### config.mk
export PLATFORM = sky130hd
export DESIGN_NAME = vga_fetch_sched_flat
export DESIGN_NICKNAME = d
export VERILOG_FILES = /design/src/rtl/vga_fetch_sched_if.sv /design/src/rtl/vga_fetch_sched.sv /design/src/flat_wrapper.sv
export SDC_FILE = /design/constraint.sdc
export NUM_CORES = 1
export LEC_CHECK = 0
export BUFFER_PORTS_ARGS = -buffer_cell sky130_fd_sc_hd__buf_2
export CAP_MARGIN = 20
export CELL_PAD_IN_SITES_DETAIL_PLACEMENT = 0
export CELL_PAD_IN_SITES_GLOBAL_PLACEMENT = 1
export CORE_MARGIN = 8
export CORE_UTILIZATION = 42
export CTS_BUF_LIST = sky130_fd_sc_hd__clkbuf_16
export DETAILED_ROUTE_END_ITERATION = 16
export PLACE_DENSITY_LB_ADDON = 0.1
export SETUP_SLACK_MARGIN = 0.4
export SYNTH_ARGS = -nofsm -noshare
export SYNTH_HDL_FRONTEND = slang
export SYNTH_SLANG_ARGS = --single-unit
### constraint.sdc
create_clock -name pixel_clk -period 3.4 [get_ports pixel_clk]
set_input_delay 0 -clock pixel_clk [delete_from_list [all_inputs] [get_ports pixel_clk]]
set_output_delay 0 -clock pixel_clk [all_outputs]
set_load 0.01 [all_outputs]
### src/rtl/vga_fetch_sched_if.sv
// Burst read handshake between the fetch scheduler (master) and the memory read engine (slave).
interface vga_fetch_sched_if;
  logic        req;
  logic [31:0] req_addr;
  logic        ack;
  logic        burst_done;

  modport master (output req, output req_addr, input ack, input burst_done);
  modport slave  (input req, input req_addr, output ack, output burst_done);
endinterface

### src/rtl/vga_fetch_sched.sv
// Frame-buffer fetch scheduler: one burst read at a time, frame start on VS falling edge,
// throttled by pixel FIFO fill level, with frame-done pulse and sticky late-frame flag.
//
// state     | meaning
// IDLE      | disabled, nothing in flight
// WAIT_VS   | armed, waiting for VS falling edge
// START     | latch frame base, clear burst count
// CHECK     | wait for room for one burst in the pixel FIFO
// REQ       | request held until accepted
// WAIT_DATA | burst accepted, waiting for its data to land in the FIFO
module vga_fetch_sched #(
  parameter int HDISP      = 800,
  parameter int VDISP      = 480,
  parameter int BURST      = 16,
  parameter int FIFO_DEPTH = 256,
  parameter int BPP_BYTES  = 4
) (
  input  logic                            pixel_clk,
  input  logic                            pixel_rst,
  input  logic                            enable,
  input  logic [31:0]                     frame_base,
  input  logic                            vs,
  input  logic [$clog2(FIFO_DEPTH+1)-1:0] fifo_level,
  vga_fetch_sched_if.master               rd,
  output logic                            frame_done,
  output logic                            frame_late
);

  localparam int TOTAL = HDISP * VDISP / BURST;
  localparam int BW    = $clog2(TOTAL + 1);
  localparam int LW    = $clog2(FIFO_DEPTH + 1);
  localparam logic [31:0]   STEP   = 32'(BURST * BPP_BYTES);
  localparam logic [LW-1:0] THRESH = LW'(FIFO_DEPTH - BURST);
  localparam logic [BW-1:0] LAST   = BW'(TOTAL);

  if ((HDISP * VDISP) % BURST != 0) begin : g_bad_burst
    $error("vga_fetch_sched: HDISP*VDISP must be a multiple of BURST");
  end
  if (FIFO_DEPTH < BURST) begin : g_bad_depth
    $error("vga_fetch_sched: FIFO_DEPTH must be at least BURST");
  end

  typedef enum logic [2:0] {IDLE, WAIT_VS, START, CHECK, REQ, WAIT_DATA} state_t;

  state_t        state, state_nxt;
  logic          vs_q;
  logic          vs_fall;
  logic          pend, pend_nxt;
  logic [BW-1:0] bcnt, bcnt_nxt;
  logic          req_r, req_nxt;
  logic [31:0]   addr_r, addr_nxt;
  logic          done_nxt;
  logic          late_nxt;
  logic          last_done;

  assign vs_fall     = vs_q & ~vs;
  assign rd.req      = req_r;
  assign rd.req_addr = addr_r;

  always_ff @(posedge pixel_clk) begin
    if (pixel_rst) begin
      state      <= IDLE;
      vs_q       <= 1'b1;
      pend       <= 1'b0;
      bcnt       <= '0;
      req_r      <= 1'b0;
      addr_r     <= '0;
      frame_done <= 1'b0;
      frame_late <= 1'b0;
    end else begin
      state      <= state_nxt;
      vs_q       <= vs;
      pend       <= pend_nxt;
      bcnt       <= bcnt_nxt;
      req_r      <= req_nxt;
      addr_r     <= addr_nxt;
      frame_done <= done_nxt;
      frame_late <= late_nxt;
    end
  end

  always_comb begin
    state_nxt = state;
    pend_nxt  = pend;
    bcnt_nxt  = bcnt;
    req_nxt   = req_r;
    addr_nxt  = addr_r;
    done_nxt  = 1'b0;
    late_nxt  = frame_late;
    last_done = (state == WAIT_DATA) && rd.burst_done && (bcnt == LAST);

    case (state)
      IDLE: begin
        if (enable) state_nxt = WAIT_VS;
      end
      WAIT_VS: begin
        if (!enable)     state_nxt = IDLE;
        else if (vs_fall) state_nxt = START;
      end
      START: begin
        addr_nxt  = frame_base;
        bcnt_nxt  = '0;
        pend_nxt  = 1'b0;
        state_nxt = CHECK;
      end
      CHECK: begin
        if (fifo_level <= THRESH) begin
          req_nxt   = 1'b1;
          state_nxt = REQ;
        end
      end
      REQ: begin
        if (rd.ack) begin
          req_nxt   = 1'b0;
          addr_nxt  = addr_r + STEP;
          bcnt_nxt  = bcnt + 1'b1;
          state_nxt = WAIT_DATA;
        end
      end
      WAIT_DATA: begin
        if (rd.burst_done) begin
          if (bcnt < LAST) begin
            state_nxt = CHECK;
          end else begin
            done_nxt = 1'b1;
            // disabling mid-frame wins over a pending restart
            if (!enable) begin
              pend_nxt  = 1'b0;
              state_nxt = IDLE;
            end else if (pend || vs_fall) begin
              state_nxt = START;
            end else begin
              state_nxt = WAIT_VS;
            end
          end
        end
      end
      default: state_nxt = IDLE;
    endcase

    // a VS edge landing on the final burst_done starts the next frame directly, so it is not late
    if ((state inside {START, CHECK, REQ, WAIT_DATA}) && vs_fall && !last_done) begin
      pend_nxt = 1'b1;
      late_nxt = 1'b1;
    end
  end

endmodule

### src/flat_wrapper.sv
// flat-port wrapper written by rule: the top's interface ports become plain ports
module vga_fetch_sched_flat 
#(
  parameter int HDISP      = 800,
  parameter int VDISP      = 480,
  parameter int BURST      = 16,
  parameter int FIFO_DEPTH = 256,
  parameter int BPP_BYTES  = 4
)
  (pixel_clk, pixel_rst, enable, frame_base, vs, fifo_level, frame_done, frame_late, rd_req, rd_req_addr, rd_ack, rd_burst_done);
  vga_fetch_sched_if rd_i ();
  input  logic pixel_clk;
  input  logic pixel_rst;
  input  logic enable;
  input  logic [31:0] frame_base;
  input  logic vs;
  input  logic [$clog2(FIFO_DEPTH+1)-1:0] fifo_level;
  output logic frame_done;
  output logic frame_late;
  output wire logic [$bits(rd_i.req)-1:0] rd_req;
  output wire logic [$bits(rd_i.req_addr)-1:0] rd_req_addr;
  input wire logic [$bits(rd_i.ack)-1:0] rd_ack;
  input wire logic [$bits(rd_i.burst_done)-1:0] rd_burst_done;
  assign rd_req = rd_i.req;
  assign rd_req_addr = rd_i.req_addr;
  assign rd_i.ack = rd_ack;
  assign rd_i.burst_done = rd_burst_done;
  vga_fetch_sched #(.HDISP(HDISP), .VDISP(VDISP), .BURST(BURST), .FIFO_DEPTH(FIFO_DEPTH), .BPP_BYTES(BPP_BYTES)) u_core (.pixel_clk(pixel_clk), .pixel_rst(pixel_rst), .enable(enable), .frame_base(frame_base), .vs(vs), .fifo_level(fifo_level), .rd(rd_i), .frame_done(frame_done), .frame_late(frame_late));
endmodule
== Word level (Yosys, flattened, before mapping) ==
Index checks and enable logic that the tools add are counted.

* Bits in writable memories: 0
* Output and inout port bits: 35
* Input port bits: 47
* Register bits after elaboration: 55
* Latch bits: 0
* Memories: 0
* ROM bits: 0
* Logic and storage cells: 69

* Order comparisons: 2
* Add/sub/neg operators: 2
* Equality and inequality tests: 14
* Mux-type cells: 23
* Bitwise gates (word level): 4
* Div/mod/pow operators: 0
* Shift-type cells: 0
* Multipliers: 0
* Reduce and logical (&&, ||, !) cells: 16

{| class="wikitable"
|+ Operators with widths
! kind !! count
|-
| $pmux 32 s2 || 1
|-
| $add 32x7->32 const B || 1
|-
| $mux 32 || 1
|-
| $pmux 15 s2 || 1
|-
| $mux 3 || 8
|-
| $pmux 3 s6 || 1
|-
| $add 15x1->15 const B || 1
|-
| $eq 15x15->1 const B || 1
|-
| $lt 15x15->1 const B || 1
|-
| $mux 15 || 1
|-
| $le 9x8->1 const B || 1
|-
| $ne 3x3->1 const B || 3
|-
| $mux 1 || 7
|-
| $eq 3x2->1 const B || 2
|-
| $eq 3x3->1 const B || 2
|-
| $ne 2x2->1 const B || 3
|-
| $reduce_and 5->1 || 1
|-
| $logic_and 1x1->1 || 4
|-
| $pmux 1 s2 || 2
|-
| $reduce_and 4->1 || 1
|-
| $reduce_bool 2->1 || 2
|-
| $reduce_bool 4->1 || 1
|-
| $eq 3x1->1 const B || 1
|-
| $logic_not 3->1 || 1
|-
| 11 further kinds || 13
|}

== Longest topological paths before layout ==
* Word-level depth: 8
* Gate-level depth with buffers: 7
* Mapped depth without buffers: 6

== Worst setup path after synthesis ==
No wires, ideal clock.

* Path type: register -> register
* Start point: reg u_core.state[0]
* End point: reg u_core.bcnt[14]
* Clock period less this slack: 1.820 ns
* Data required time: 3.330 ns
* Setup slack: 1.580 ns
* Path buffers: 2
* Arrival time: 1.750 ns
* Setup time: 0.070 ns
* Cell stages (with the launch flop): 7
* Cells stage by stage: dfxtp_1 -> buf_6 -> or3b_1 -> buf_2 -> a2111o_1 -> or3_1 -> a21oi_1

* Longest elaborated chain between the ends: 3
* Elaborated cells between the ends (all ways): 6
* Classes of those cells: eq/ne: 3; mux: 1; reduce/logical: 2

{| class="wikitable"
|+ RTL lines
! item !! RTL line !! RTL
|-
| start, declared || vga_fetch_sched.sv:45 || <nowiki>state_t state, state_nxt;</nowiki>
|-
| start signal, assigned || vga_fetch_sched.sv:71 || <nowiki>state <= state_nxt;</nowiki>
|-
| $eq 3x3->1 / $eq 3x2->1 (equally long branches) || vga_fetch_sched.sv:92 || <nowiki>case (state)</nowiki>
|-
| $ne 2x2->1 (no line) / $reduce_bool 2->1 (equally long branches) || n/a ||
|-
| $reduce_and 2->1 (no line) || n/a ||
|-
| end signal, assigned || vga_fetch_sched.sv:74 || <nowiki>bcnt <= bcnt_nxt;</nowiki>
|-
| end, declared || vga_fetch_sched.sv:49 || <nowiki>logic [BW-1:0] bcnt, bcnt_nxt;</nowiki>
|}

Parallel ways exist; a longest one is shown, timed or not.
A chain may end at the register's enable or synchronous reset.

== Worst setup path after layout ==
* Start point: reg u_core.state[1]
* End point: reg u_core.bcnt[14]

The elaborated chain is that of the path after synthesis.

==> flow_summary.json <==
{
  "p_clk_share_pct": 43.0,
  "cts-resized-gates": 0,
  "synth_simple_gate_area_share_pct": 30.19,
  "syn_inst": 426,
  "initial_utilization_pct": 43.12,
  "clk-insertion-delay-late_ps": 300,
  "drt-total-wl_um": 10490,
  "cts_buffers": 5,
  "cts.reportedPaths.clkPinSlew_ps": 70,
  "vdd_drop_max_v": 0.0001898,
  "setup.worst_path.class": "reg -> reg",
  "fillcell_total": 757,
  "switching_share_pct": 24.21,
  "cp_max_fo": 24,
  "coreArea_um2": 7727,
  "first_pass_iters": 4,
  "synth_top_family_by_area": "simple AND/OR/NAND/NOR gates",
  "ctsRootBufferMaster": "sky130_fd_sc_hd__clkbuf_16",
  "tritoncts": "yes",
  "gp_congestion": 0.8057,
  "syn-mean-instance-area_um2": 7.821,
  "async_reset_ff_share_pct": 0,
  "switching_power_mw": 0.3734,
  "outcome": "complete, no violations",
  "maximum_number_of_pins_on_one_net_before_global_route_repair": 44,
  "synth.distinct_cells": 68,
  "power.combinational.fraction_pct": 11.4,
  "postSynthNetCount": 476,
  "drc_errors": 0,
  "overall_die_height_um": 105.1,
  "grt.overflow.total": 0,
  "setup_viol_count_final": 0,
  "insertedDiodeCount": 0,
  "placed_cells": 589,
  "synth-warning-count": 0,
  "port-buffer-count": 81,
  "yosys-mux-area-fraction_pct": 0.6384,
  "grt_first_pass_wirelength_um": 17660,
  "seq_power_share_pct": 45.6,
  "die_area_um2": 11040,
  "layout.cells.most_common_list": "81 x sky130_fd_sc_hd__buf_2, 55 x sky130_fd_sc_hd__dfxtp_1, 40 x sky130_fd_sc_hd__nand2_1",
  "synth.ff_latch_count": 55,
  "place_worst_setup_slack_ps": 837.0,
  "hold_path.class": "in -> reg",
  "postLayoutSetupSlackWorst_ps": 819.5,
  "clock-sinks": 55,
  "drive_above_1_share_pct": 21.54,
  "synth_largest_area_cell": "sky130_fd_sc_hd__dfxtp_1",
  "grt_antenna_before_repair": 0,
  "cp.required_ps": 3620,
  "grt_util_all_layers_pct": 18.94,
  "leakagePower_nw": 1.565,
  "drt-initial-drc-count": 232,
  "power_density_over_the_cells_nw_per_um2": 374.7,
  "number_of_global_route_vias_before_repair": 3505,
  "timing.final.max_slew_violations": 0,
  "drt-vias-per-instance": 5.888,
  "synthAdderAreaFrac_pct": 1.127,
  "finalClockSkew_ps": 4.561,
  "rsz_0062_raised_after_global_routing": "false",
  "instances_no_fill": 608,
  "xor_and_xnor_area_share_after_synthesis_pct": 1.840,
  "layout_commonest_cell": "sky130_fd_sc_hd__buf_2",
  "syn2layout_area_growth_pct": 23.51,
  "syn_area_um2": 3332,
  "finalCriticalPeriod_ps": 2581,
  "arrival_ps": 2800,
  "floorplan.die.width_um": 105.1,
  "number_of_synthesized_flops_with_an_enable_pin": 0,
  "drv_cap": 0,
  "vias": 3580,
  "route.detailed.wl_per_inst_um": 17.25,
  "multi_input_gate_area_um2": 2058,
  "cp-end-kind": "register",
  "internal-power_mw": 1.168,
  "cts_buffer_depth": 2,
  "final_antenna_net_count": 0,
  "nets": 555,
  "hold_viol_final": 0,
  "regArea_um2": 1101,
  "synth-seq-area-share_pct": 33.05,
  "slew_headroom_pct": 41.51,
  "ys_top_cells_by_area": "sky130_fd_sc_hd__dfxtp_1 33%, sky130_fd_sc_hd__a21oi_1 5.9%, sky130_fd_sc_hd__nand2_1 4.5%",
  "timing.fmax_mhz": 387.5,
  "place_hpwl_um": 7343,
  "type_of_element_launching_the_critical_path": "register",
  "synth_compound_gate_area_share_pct": 27.98,
  "timing_worst_slew_pin_value_ps": 869.4,
  "final.setup.tns_ps": 0,
  "total_power_mw": 1.542,
  "pin_count": 82,
  "synth_top_cell_area_share_pct": 33.05,
  "synthFlopType": "sky130_fd_sc_hd__dfxtp_1",
  "fp-row-count": 32,
  "fin_crit_sh_pct": 75.90,
  "htreeDepth": 2
}
[cells in the mapped netlist, drive strengths merged, types with 8 or more instances]
master and instances:
a31oi 13, clkbuf 22, nor3 11, o21ai 21, nand3 19, nand4 14
nor2 24, and3 9, dfxtp 55, inv 13, buf 8, nand2 40
a21oi 39
[layer usage]
| metal | GRT usage (%) | vias to the layer above | part of all wire [%] |
|---|---|---|---|
| met3 | 4.300 | 10 | 6.0 |
| met4 | 5.912 | 0 | 0.89 |
| met5 | 0 | - | 0 |
| li1 | - | 1797 | - |
| met1 | 23.71 | 1663 | 46 |
| met2 | 31.45 | 110 | 47 |
[path summary, 6_finish.rpt]
kind	start	to	slack, ps	cells past startpoint
worst max-delay path	u_core.state[1]	u_core.bcnt[14]	820	4
worst min-delay path	rd_burst_done	u_core.frame_done	3	3
worst max register to register	u_core.state[1]	u_core.bcnt[14]	820	4
worst min register to register	u_core.frame_late	u_core.frame_late	440	2
[sequential cells by signal, summed over array words and instances (netlist names)]
name / flops
u_core.rd.req_addr: 32
u_core.bcnt: 15
u_core.vs_q: 1
u_core.pend: 1
u_core.state: 3
u_core.frame_done: 1
u_core.frame_late: 1
u_core.rd.req: 1
[logic make-up (layout without fill, tap and decap cells)]
group	Yosys count	count (layout)
fa+ha+maj	3	3
compound gates	137	137
simple gates	179	179
xor+xnor	7	7
flops	55	55
buf+inv	43	123
mux	2	2
[critical path, cell delays in order (launching register included)]
cell	delay [ps]
sky130_fd_sc_hd__dfxtp_1	690
sky130_fd_sc_hd__or3b_1	760
sky130_fd_sc_hd__a2111o_1	550
sky130_fd_sc_hd__or3_1	360
sky130_fd_sc_hd__a21oi_1	130
[metrics by stage]
step / util, % / hold slack [ps] / cell area, µm²
finish: 53.25 / 2.816 / 4115
global route: 53.25 / 12.01 / 4115
CTS: 53.25 / 1.795 / 4115
detailed placement: 49.38 / 209.9 / 3816
global placement: 49.38 / 203.4 / 3816
floorplan: - / 106.6 / 3332
[final cells by class]
cell class                      instances  share of cell area (%)
Timing Repair Buffer                  102                   14.35
Multi-Input combinational cell        328                   50.02
Clock inverter                          3                   1.551
Clock buffer                            5                   3.040
Sequential cell                        55                   26.76
Inverter                               13                   1.186
Tap cell                              102                   3.101
[power groups by stage]
stage / Sequential (mW) / Combinational, mW / Clock (mW)
CTS: 0.702 / 0.178 / 0.672
detailed placement: 0.718 / 0.168 / 0
global placement: 0.717 / 0.166 / 0
finish: 0.703 / 0.176 / 0.662
global route: 0.709 / 0.196 / 0.693
floorplan: 0.707 / 0.104 / 0
[repair_timing]
action / CTS / global route
buffers inserted: 0 / 0
endpoints found under the hold margin: 11 / 0
hold buffers: 11 / 0
Power figures use the tool's default switching activity.
